==> config.mk <==
export PLATFORM = sky130hd
export DESIGN_NAME = regfile_access_ctrl
export DESIGN_NICKNAME = d
export VERILOG_FILES = /design/src/rtl/regfile_ctrl_pkg.sv /design/src/rtl/regfile_write_strobe.sv /design/src/rtl/regfile_access_ctrl.sv
export SDC_FILE = /design/constraint.sdc
export NUM_CORES = 1
export LEC_CHECK = 0
export ABC_AREA = 1
export ABC_CLOCK_PERIOD_IN_PS = 2300
export CAP_MARGIN = 40
export CORE_ASPECT_RATIO = 1.5
export CORE_MARGIN = 3
export CORE_UTILIZATION = 43
export DETAILED_ROUTE_END_ITERATION = 6
export PLACE_DENSITY = 0.81
export SLEW_MARGIN = 25
export SYNTH_ARGS = -nofsm -noshare
export SYNTH_HDL_FRONTEND = slang
export SYNTH_HIERARCHICAL = 1
export SYNTH_SLANG_ARGS = --single-unit
==> constraint.sdc <==
create_clock -name clk -period 2.3 [get_ports clk]
set_clock_uncertainty 0.05 [all_clocks]
set_input_delay 0.46 -clock clk [delete_from_list [all_inputs] [get_ports clk]]
set_output_delay 0.46 -clock clk [all_outputs]
set_load 0.01 [all_outputs]
==> src/rtl/regfile_ctrl_pkg.sv <==
// -----------------------------------------------------------------------------
// regfile_ctrl_pkg
// Shared definitions for the register-file access controller:
//   - default geometry (address width, data width, registers swept by CLEAR)
//   - host command opcodes
//   - controller state encoding and write-strobe phase encoding
// Optional feature macro used by the importing RTL: REGFILE_ZERO_PROTECT_EN.
// -----------------------------------------------------------------------------
package regfile_ctrl_pkg;

    localparam int DEFAULT_ADDR_W   = 5;
    localparam int DEFAULT_DATA_W   = 32;
    localparam int DEFAULT_NUM_REGS = 32;

    localparam logic [1:0] OP_NOP   = 2'b00;
    localparam logic [1:0] OP_WRITE = 2'b01;
    localparam logic [1:0] OP_READ  = 2'b10;
    localparam logic [1:0] OP_CLEAR = 2'b11;

    typedef enum logic [2:0] {
        ST_IDLE       = 3'd0,
        ST_WR_SETUP   = 3'd1,
        ST_WR_STROBE  = 3'd2,
        ST_WR_HOLD    = 3'd3,
        ST_RD_ADDR    = 3'd4,
        ST_RD_CAPTURE = 3'd5,
        ST_RSP        = 3'd6
    } ctrl_state_e;

    typedef enum logic [1:0] {
        PH_IDLE   = 2'd0,
        PH_SETUP  = 2'd1,
        PH_STROBE = 2'd2,
        PH_HOLD   = 2'd3
    } strobe_phase_e;

endpackage

==> src/rtl/regfile_write_strobe.sv <==
// -----------------------------------------------------------------------------
// regfile_write_strobe
// Drives one register-file write as a three-cycle SETUP / STROBE / HOLD
// sequence. Address and data are captured on start and held until the next
// start, so they never move while RegWrite is high.
// Ports:
//   clk, rst_n        clock, asynchronous active-low reset
//   start             load addr/data and begin SETUP on the next cycle
//   addr, data        register index and value to write
//   WriteRg/WriteData registered write address/data to the register file
//   RegWrite          registered one-cycle write strobe (STROBE phase only)
//   done              high during HOLD, the last cycle of the sequence
// -----------------------------------------------------------------------------
module regfile_write_strobe
    import regfile_ctrl_pkg::*;
#(
    parameter int ADDR_W = DEFAULT_ADDR_W,
    parameter int DATA_W = DEFAULT_DATA_W
) (
    input  logic              clk,
    input  logic              rst_n,
    input  logic              start,
    input  logic [ADDR_W-1:0] addr,
    input  logic [DATA_W-1:0] data,
    output logic [ADDR_W-1:0] WriteRg,
    output logic [DATA_W-1:0] WriteData,
    output logic              RegWrite,
    output logic              done
);

    strobe_phase_e     phase_q, phase_d;
    logic [ADDR_W-1:0] write_rg_q, write_rg_d;
    logic [DATA_W-1:0] write_data_q, write_data_d;
    logic              reg_write_q, reg_write_d;

    // Phase sequencing and capture of the address/data for this write.
    always_comb begin
        phase_d      = phase_q;
        write_rg_d   = write_rg_q;
        write_data_d = write_data_q;
        if (start) begin
            phase_d      = PH_SETUP;
            write_rg_d   = addr;
            write_data_d = data;
        end else begin
            case (phase_q)
                PH_SETUP:  phase_d = PH_STROBE;
                PH_STROBE: phase_d = PH_HOLD;
                PH_HOLD:   phase_d = PH_IDLE;
                default:   phase_d = PH_IDLE;
            endcase
        end
        // Strobe is registered so it is high exactly in the STROBE cycle.
        reg_write_d = (phase_d == PH_STROBE);
    end

    // Phase and output registers; reset drops RegWrite immediately.
    always_ff @(posedge clk or negedge rst_n) begin
        if (!rst_n) begin
            phase_q      <= PH_IDLE;
            write_rg_q   <= {ADDR_W{1'b0}};
            write_data_q <= {DATA_W{1'b0}};
            reg_write_q  <= 1'b0;
        end else begin
            phase_q      <= phase_d;
            write_rg_q   <= write_rg_d;
            write_data_q <= write_data_d;
            reg_write_q  <= reg_write_d;
        end
    end

    assign WriteRg   = write_rg_q;
    assign WriteData = write_data_q;
    assign RegWrite  = reg_write_q;
    assign done      = (phase_q == PH_HOLD);

endmodule

==> src/rtl/regfile_access_ctrl.sv <==
// -----------------------------------------------------------------------------
// regfile_access_ctrl
// Initiator for a register file with two combinational read ports and one
// strobed write port. Host commands (NOP/WRITE/READ/CLEAR) arrive over a
// valid/ready channel; READ results return over a valid/ready response.
// Ports:
//   clk, rst_n                 clock, asynchronous active-low reset
//   cmd_valid/cmd_ready        command handshake (ready only when idle)
//   cmd_op, cmd_addr_a/b       opcode, write/port-1 address, port-2 address
//   cmd_wdata                  write data
//   rsp_valid/rsp_ready        read response handshake
//   rsp_data_a/b               captured RD1/RD2
//   busy                       controller not idle
//   RR1, RR2, RD1, RD2         register-file read ports
//   WriteRg, WriteData, RegWrite register-file write port
// Optional feature macro: REGFILE_ZERO_PROTECT_EN (register 0 is read-only
// zero: writes to it are dropped, reads of it return 0, CLEAR skips it).
// -----------------------------------------------------------------------------
module regfile_access_ctrl
    import regfile_ctrl_pkg::*;
#(
    parameter int ADDR_W   = DEFAULT_ADDR_W,
    parameter int DATA_W   = DEFAULT_DATA_W,
    parameter int NUM_REGS = DEFAULT_NUM_REGS
) (
    input  logic              clk,
    input  logic              rst_n,
    input  logic              cmd_valid,
    output logic              cmd_ready,
    input  logic [1:0]        cmd_op,
    input  logic [ADDR_W-1:0] cmd_addr_a,
    input  logic [ADDR_W-1:0] cmd_addr_b,
    input  logic [DATA_W-1:0] cmd_wdata,
    output logic              rsp_valid,
    input  logic              rsp_ready,
    output logic [DATA_W-1:0] rsp_data_a,
    output logic [DATA_W-1:0] rsp_data_b,
    output logic              busy,
    output logic [ADDR_W-1:0] RR1,
    output logic [ADDR_W-1:0] RR2,
    output logic [ADDR_W-1:0] WriteRg,
    output logic [DATA_W-1:0] WriteData,
    output logic              RegWrite,
    input  logic [DATA_W-1:0] RD1,
    input  logic [DATA_W-1:0] RD2
);

    localparam logic [ADDR_W-1:0] CLR_LAST = ADDR_W'(NUM_REGS - 1);
    localparam logic [ADDR_W-1:0] CNT_ONE  = ADDR_W'(1'b1);
`ifdef REGFILE_ZERO_PROTECT_EN
    localparam logic [ADDR_W-1:0] CLR_FIRST = ADDR_W'(1'b1);
`else
    localparam logic [ADDR_W-1:0] CLR_FIRST = {ADDR_W{1'b0}};
`endif

    ctrl_state_e       state_q, state_d;
    logic [ADDR_W-1:0] clr_cnt_q, clr_cnt_d;
    logic              clearing_q, clearing_d;
    logic [ADDR_W-1:0] rr1_q, rr1_d, rr2_q, rr2_d;
    logic [DATA_W-1:0] rsp_data_a_q, rsp_data_a_d, rsp_data_b_q, rsp_data_b_d;
    logic              rsp_valid_q, rsp_valid_d;
    logic              busy_q, busy_d;
    logic              cmd_ready_q, cmd_ready_d;

    logic              accept_s;
    logic              drop_wr_s;
    logic              wr_start_s;
    logic [ADDR_W-1:0] wr_addr_s;
    logic [DATA_W-1:0] wr_data_s;
    logic              wr_done_s;

    assign accept_s = cmd_valid && cmd_ready_q;

`ifdef REGFILE_ZERO_PROTECT_EN
    assign drop_wr_s = (cmd_addr_a == {ADDR_W{1'b0}});
`else
    assign drop_wr_s = 1'b0;
`endif

    // State, clear-counter and response registers.
    always_ff @(posedge clk or negedge rst_n) begin
        if (!rst_n) begin
            state_q      <= ST_IDLE;
            clr_cnt_q    <= {ADDR_W{1'b0}};
            clearing_q   <= 1'b0;
            rr1_q        <= {ADDR_W{1'b0}};
            rr2_q        <= {ADDR_W{1'b0}};
            rsp_data_a_q <= {DATA_W{1'b0}};
            rsp_data_b_q <= {DATA_W{1'b0}};
            rsp_valid_q  <= 1'b0;
            busy_q       <= 1'b0;
            cmd_ready_q  <= 1'b0;
        end else begin
            state_q      <= state_d;
            clr_cnt_q    <= clr_cnt_d;
            clearing_q   <= clearing_d;
            rr1_q        <= rr1_d;
            rr2_q        <= rr2_d;
            rsp_data_a_q <= rsp_data_a_d;
            rsp_data_b_q <= rsp_data_b_d;
            rsp_valid_q  <= rsp_valid_d;
            busy_q       <= busy_d;
            cmd_ready_q  <= cmd_ready_d;
        end
    end

    // Next-state logic, including the CLEAR sweep counter.
    always_comb begin
        state_d    = state_q;
        clr_cnt_d  = clr_cnt_q;
        clearing_d = clearing_q;
        case (state_q)
            ST_IDLE: begin
                if (accept_s) begin
                    case (cmd_op)
                        OP_WRITE: begin
                            if (drop_wr_s) begin
                                state_d = ST_IDLE;
                            end else begin
                                state_d    = ST_WR_SETUP;
                                clearing_d = 1'b0;
                            end
                        end
                        OP_READ: state_d = ST_RD_ADDR;
                        OP_CLEAR: begin
                            state_d    = ST_WR_SETUP;
                            clearing_d = 1'b1;
                            clr_cnt_d  = CLR_FIRST;
                        end
                        default: state_d = ST_IDLE;
                    endcase
                end else begin
                    state_d = ST_IDLE;
                end
            end
            ST_WR_SETUP:  state_d = ST_WR_STROBE;
            ST_WR_STROBE: state_d = ST_WR_HOLD;
            ST_WR_HOLD: begin
                if (!wr_done_s) begin
                    state_d = ST_WR_HOLD;
                end else if (clearing_q && (clr_cnt_q != CLR_LAST)) begin
                    state_d   = ST_WR_SETUP;
                    clr_cnt_d = clr_cnt_q + CNT_ONE;
                end else begin
                    // Counter returns to 0 so the next CLEAR starts clean.
                    state_d    = ST_IDLE;
                    clr_cnt_d  = {ADDR_W{1'b0}};
                    clearing_d = 1'b0;
                end
            end
            ST_RD_ADDR:    state_d = ST_RD_CAPTURE;
            ST_RD_CAPTURE: state_d = ST_RSP;
            ST_RSP: begin
                if (rsp_ready) begin
                    state_d = ST_IDLE;
                end else begin
                    state_d = ST_RSP;
                end
            end
            default: state_d = ST_IDLE;
        endcase
    end

    // Output logic: write-sequence launch, read address/capture, status flags.
    always_comb begin
        // Every entry into WR_SETUP launches one strobe sequence.
        wr_start_s = (state_d == ST_WR_SETUP);
        if (clearing_d) begin
            wr_addr_s = clr_cnt_d;
            wr_data_s = {DATA_W{1'b0}};
        end else begin
            wr_addr_s = cmd_addr_a;
            wr_data_s = cmd_wdata;
        end

        if ((state_q == ST_IDLE) && accept_s && (cmd_op == OP_READ)) begin
            rr1_d = cmd_addr_a;
            rr2_d = cmd_addr_b;
        end else begin
            rr1_d = rr1_q;
            rr2_d = rr2_q;
        end

        if (state_q == ST_RD_CAPTURE) begin
`ifdef REGFILE_ZERO_PROTECT_EN
            rsp_data_a_d = (rr1_q == {ADDR_W{1'b0}}) ? {DATA_W{1'b0}} : RD1;
            rsp_data_b_d = (rr2_q == {ADDR_W{1'b0}}) ? {DATA_W{1'b0}} : RD2;
`else
            rsp_data_a_d = RD1;
            rsp_data_b_d = RD2;
`endif
        end else begin
            rsp_data_a_d = rsp_data_a_q;
            rsp_data_b_d = rsp_data_b_q;
        end

        rsp_valid_d = (state_d == ST_RSP);
        busy_d      = (state_d != ST_IDLE);
        cmd_ready_d = (state_d == ST_IDLE);
    end

    regfile_write_strobe #(
        .ADDR_W (ADDR_W),
        .DATA_W (DATA_W)
    ) u_write_strobe (
        .clk       (clk),
        .rst_n     (rst_n),
        .start     (wr_start_s),
        .addr      (wr_addr_s),
        .data      (wr_data_s),
        .WriteRg   (WriteRg),
        .WriteData (WriteData),
        .RegWrite  (RegWrite),
        .done      (wr_done_s)
    );

    assign cmd_ready  = cmd_ready_q;
    assign rsp_valid  = rsp_valid_q;
    assign rsp_data_a = rsp_data_a_q;
    assign rsp_data_b = rsp_data_b_q;
    assign busy       = busy_q;
    assign RR1        = rr1_q;
    assign RR2        = rr2_q;

endmodule

==> results of run 1 <==
[path summary, 6_finish.rpt]
kind                              startpoint                     endpoint  cells past startpoint  slack [ps]
worst max-delay path            clr_cnt_q[1]  u_write_strobe/WriteData[8]                     15         170
worst min-delay path                  RR1[4]                       RR1[4]                      2         420
worst max register to register  clr_cnt_q[1]  u_write_strobe/WriteData[8]                     15         170
worst min register to register        RR1[4]                       RR1[4]                      2         420
max in group asynchronous              rst_n                rsp_data_b[3]                      3        1010
min in group asynchronous              rst_n               rsp_data_a[12]                      2         490
[report_power, final]
group	leakage (nW)	switching [mW]	internal (mW)	total (mW)
clock network	0.301	0.938	1.84	2.77
registers	1.54	0.395	2.85	3.25
logic	2.20	1.64	1.76	3.40
[what timing repair did]
action | 4_1_cts | 5_1_grt
hold buffers | 1 | 0
endpoints found under the hold margin | 30 | 0
resized for setup | 0 | 6
setup buffers | 0 | 2
endpoints found under the setup margin | 0 | 37
[stage by stage]
stage | hold slack, ps | setup WS (ps) | instances
2_1_floorplan | 114.4 | 286.5 | 544
3_3_place_gp | 378.2 | 88.44 | 913
6_report | 424.1 | 168.9 | 948
5_1_grt | 441.3 | -8.058 | 948
3_5_place_dp | 381.6 | 65.52 | 913
4_1_cts | 427.2 | 29.16 | 946
[area by class of cell]
cell class | count | area [µm²]
clock buffers | 21 | 450.4
clock inverters | 11 | 165.2
fillers | 886 | 3692
inverters | 50 | 187.7
multi-input cells | 344 | 1922
flip-flops and latches | 126 | 3153
well taps | 153 | 191.4
repair buffers | 243 | 2439
[synth_stat cells]
cell type / instances / area share, %
xnor2_1: 1 / 0.16
dfrtp_1: 126 / 58
buf_4: 4 / 0.55
nand3_1: 26 / 2.4
nand2_2: 2 / 0.23
inv_2: 2 / 0.14
ha_1: 4 / 0.92
inv_1: 48 / 3.3
nand2_1: 185 / 13
mux2_2: 64 / 13
or2_2: 2 / 0.23
buf_6: 12 / 2.5
o21ai_0: 3 / 0.28
nor2_2: 2 / 0.23
nor2_1: 42 / 2.9
nor3_1: 2 / 0.18
clkbuf_1: 3 / 0.21
a21boi_0: 1 / 0.14
nor2_4: 1 / 0.21
nand3_2: 2 / 0.37
buf_2: 5 / 0.46
nand4_1: 7 / 0.80
[cell usage in the layout (no fill, tap or decap), types with 2 or more instances in the layout]
master           instances
nor3_1                   2
nand3_2                  3
clkbuf_16               17
o21ai_0                  3
nor2_1                  41
inv_2                    2
nand2_1                185
buf_12                   3
dfrtp_1                126
clkinv_2                 4
nand4_1                  7
buf_4                   12
inv_1                   48
mux2_2                  64
ha_1                     3
clkbuf_1                 3
clkinv_4                 2
nor2_4                   2
nor2_2                   2
clkdlybuf4s50_1        225
nand2_2                  2
nand3_1                 25
or2_2                    2
bufinv_16                4
[sequential cells by signal (all words and copies together) (netlist names)]
| name | cells |
|---|---|
| RR1 | 5 |
| RR2 | 5 |
| busy | 1 |
| clearing_q | 1 |
| clr_cnt_q | 5 |
| cmd_ready | 1 |
| rsp_data_a | 32 |
| rsp_data_b | 32 |
| rsp_valid | 1 |
| state_q | 3 |
| u_write_strobe/RegWrite | 1 |
| u_write_strobe/WriteData | 32 |
| u_write_strobe/WriteRg | 5 |
| u_write_strobe/phase_q | 2 |
[critical path: cells and delay by family (launching register included)]
kind          cells  cell delay, ps
flops             1             430
buf+inv           4             420
fa+ha+maj         2             410
simple gates      9             700
[logic make-up after synthesis]
kind of cell             Yosys count  synth area share (%)
AO/OA/AOI/OAI                      4                0.4133
adder cells (fa/ha/maj)            4                0.9185
multiplexers                      64                 13.23
flip-flops                       126                 57.86
XOR/XNOR                           1                0.1608
AND/OR/NAND/NOR                  271                 20.28
buffers and inverters             74                 7.141
[per-layer routing]
metal	share of wire [%]	vias up	GRT usage, %
li1	-	2178	-
met1	37	2180	23.80
met2	55	191	38.94
met3	6.1	28	4.905
met4	2.1	0	7.367
met5	0	-	0
==> run_results.csv, run 1 <==
group,metric,value,unit
outcome,status,"finished clean",
final_layout,final_util,69.74,%
grt,grt_pass1_wl,23770,µm
synth,synth_cells,544,
sta,slew_violations,0,
floorplanning,ios,227,
synth,ys.warnings.count,6,
floorplanning,fp.dieW,97.92,µm
floorplanning,dieArea,14090,µm²
worst_setup_path,critPathLaunchType,"flop",
final_layout,finalNetCount,898,
detailed_routing,vias,4577,
flow_run,drv_cap,0,
power_and_ir_drop,p_leak,4.043,nW
worst_setup_path,cpMostUsedCell,"nand2_1",
grt,grt_pass1_vias,4838,
clock_tree,cts_root_buf,"clkbuf_16",
floorplanning,core,12200,µm²
clock_tree,tritoncts,"built",
sta,relSlewSlack,70.74,%
power_and_ir_drop,vdd_ir_drop_max,641.6,µV
clock_tree,cts.clk_slew.worst_paths,60,ps
worst_setup_path,crit_path_end_kind,"flop",
worst_setup_path,cp_slowest_stage_delay,430,ps
power_and_ir_drop,finalPower,9.423,mW
hold_path,hold_path.class,"flop to flop",
power_and_ir_drop,power_density,1107,nW/µm²
place,place_area,7849,µm²
sta,worstMarginPinSlew,438.9,ps
synth,yosys.cell_types.count,22,
final_layout,antenna_cells,0,
worst_setup_path,crit_chain,"ha_2 > nand2_1 > nor2_1 > ha_1 > inv_1 > nand2_1 > nand2_1 > nand2_1 > nand3_1 > inv_1 > nor2_4 > inv_2 > buf_12 > nand2_1 > nand2_1",
synth,syn_nets,660,
floorplanning,die_y,143.9,µm
clock_tree,cts.sinks,126,
clock_tree,h-tree-depth,4,
worst_setup_path,worstPathMaxFanout,28,
sta,setup_violations,0,
final_layout,drive_above_1_share,15.60,%
clock_tree,clock_latency,410,ps
place,dp.final_hpwl,10600,µm
synth,synth-seq-area-share,57.86,%
worst_setup_path,cp_data_arrival_time,2380,ps
detailed_routing,ant_nets,0,
sta,finalSetupTns,0,ps
grt,antenna_found_initial,0,
synth,synth.avg_cell_area,10.02,µm²
detailed_routing,wl_per_cell,15.46,µm
worst_setup_path,worstPathRequired,2550,ps
grt,grt_max_degree,65,
worst_setup_path,path_class,"flop to flop",
floorplanning,start_util,44.66,%
clock_tree,clock_path_buffers,2,
grt,grt-ovfl-total,0,
worst_setup_path,slowest_stage,"dfrtp_1",
place,gp_congestion,0.8694,
final_layout,stdcell_area,8508,µm²
detailed_routing,drt_first_iter_violations,159,
detailed_routing,firstDrtPassIters,4,
floorplanning,row_count,49,
sta,finalCritPeriodShare,92.66,%
final_layout,area.growth.synth_to_final,56.14,%
clock_tree,cts_buffers,17,
sta,period_minus_slack,2131,ps
grt,track_usage,21.10,%
detailed_routing,route.detailed.drc,0,
synth,synth_area,5449,µm²
detailed_routing,via_per_inst,4.828,
sta,finalHoldViolCount,0,
place,port_buffers,226,
sta,fmax,469.2,MHz
detailed_routing,drt-total-wl,14660,µm
synth,ys_seq_elements,126,
No activity file was read; power rests on OpenSTA's default activity.
==> inputs of run 2 (changes only) <==
--- a/config.mk
+++ b/config.mk
@@ -13,7 +13,6 @@
 export CORE_UTILIZATION = 43
 export DETAILED_ROUTE_END_ITERATION = 6
 export PLACE_DENSITY = 0.81
-export SLEW_MARGIN = 25
 export SYNTH_ARGS = -nofsm -noshare
 export SYNTH_HDL_FRONTEND = slang
 export SYNTH_HIERARCHICAL = 1
==> results of run 2 <==
Final layout, timing and power as in run 1 (identical DEF).
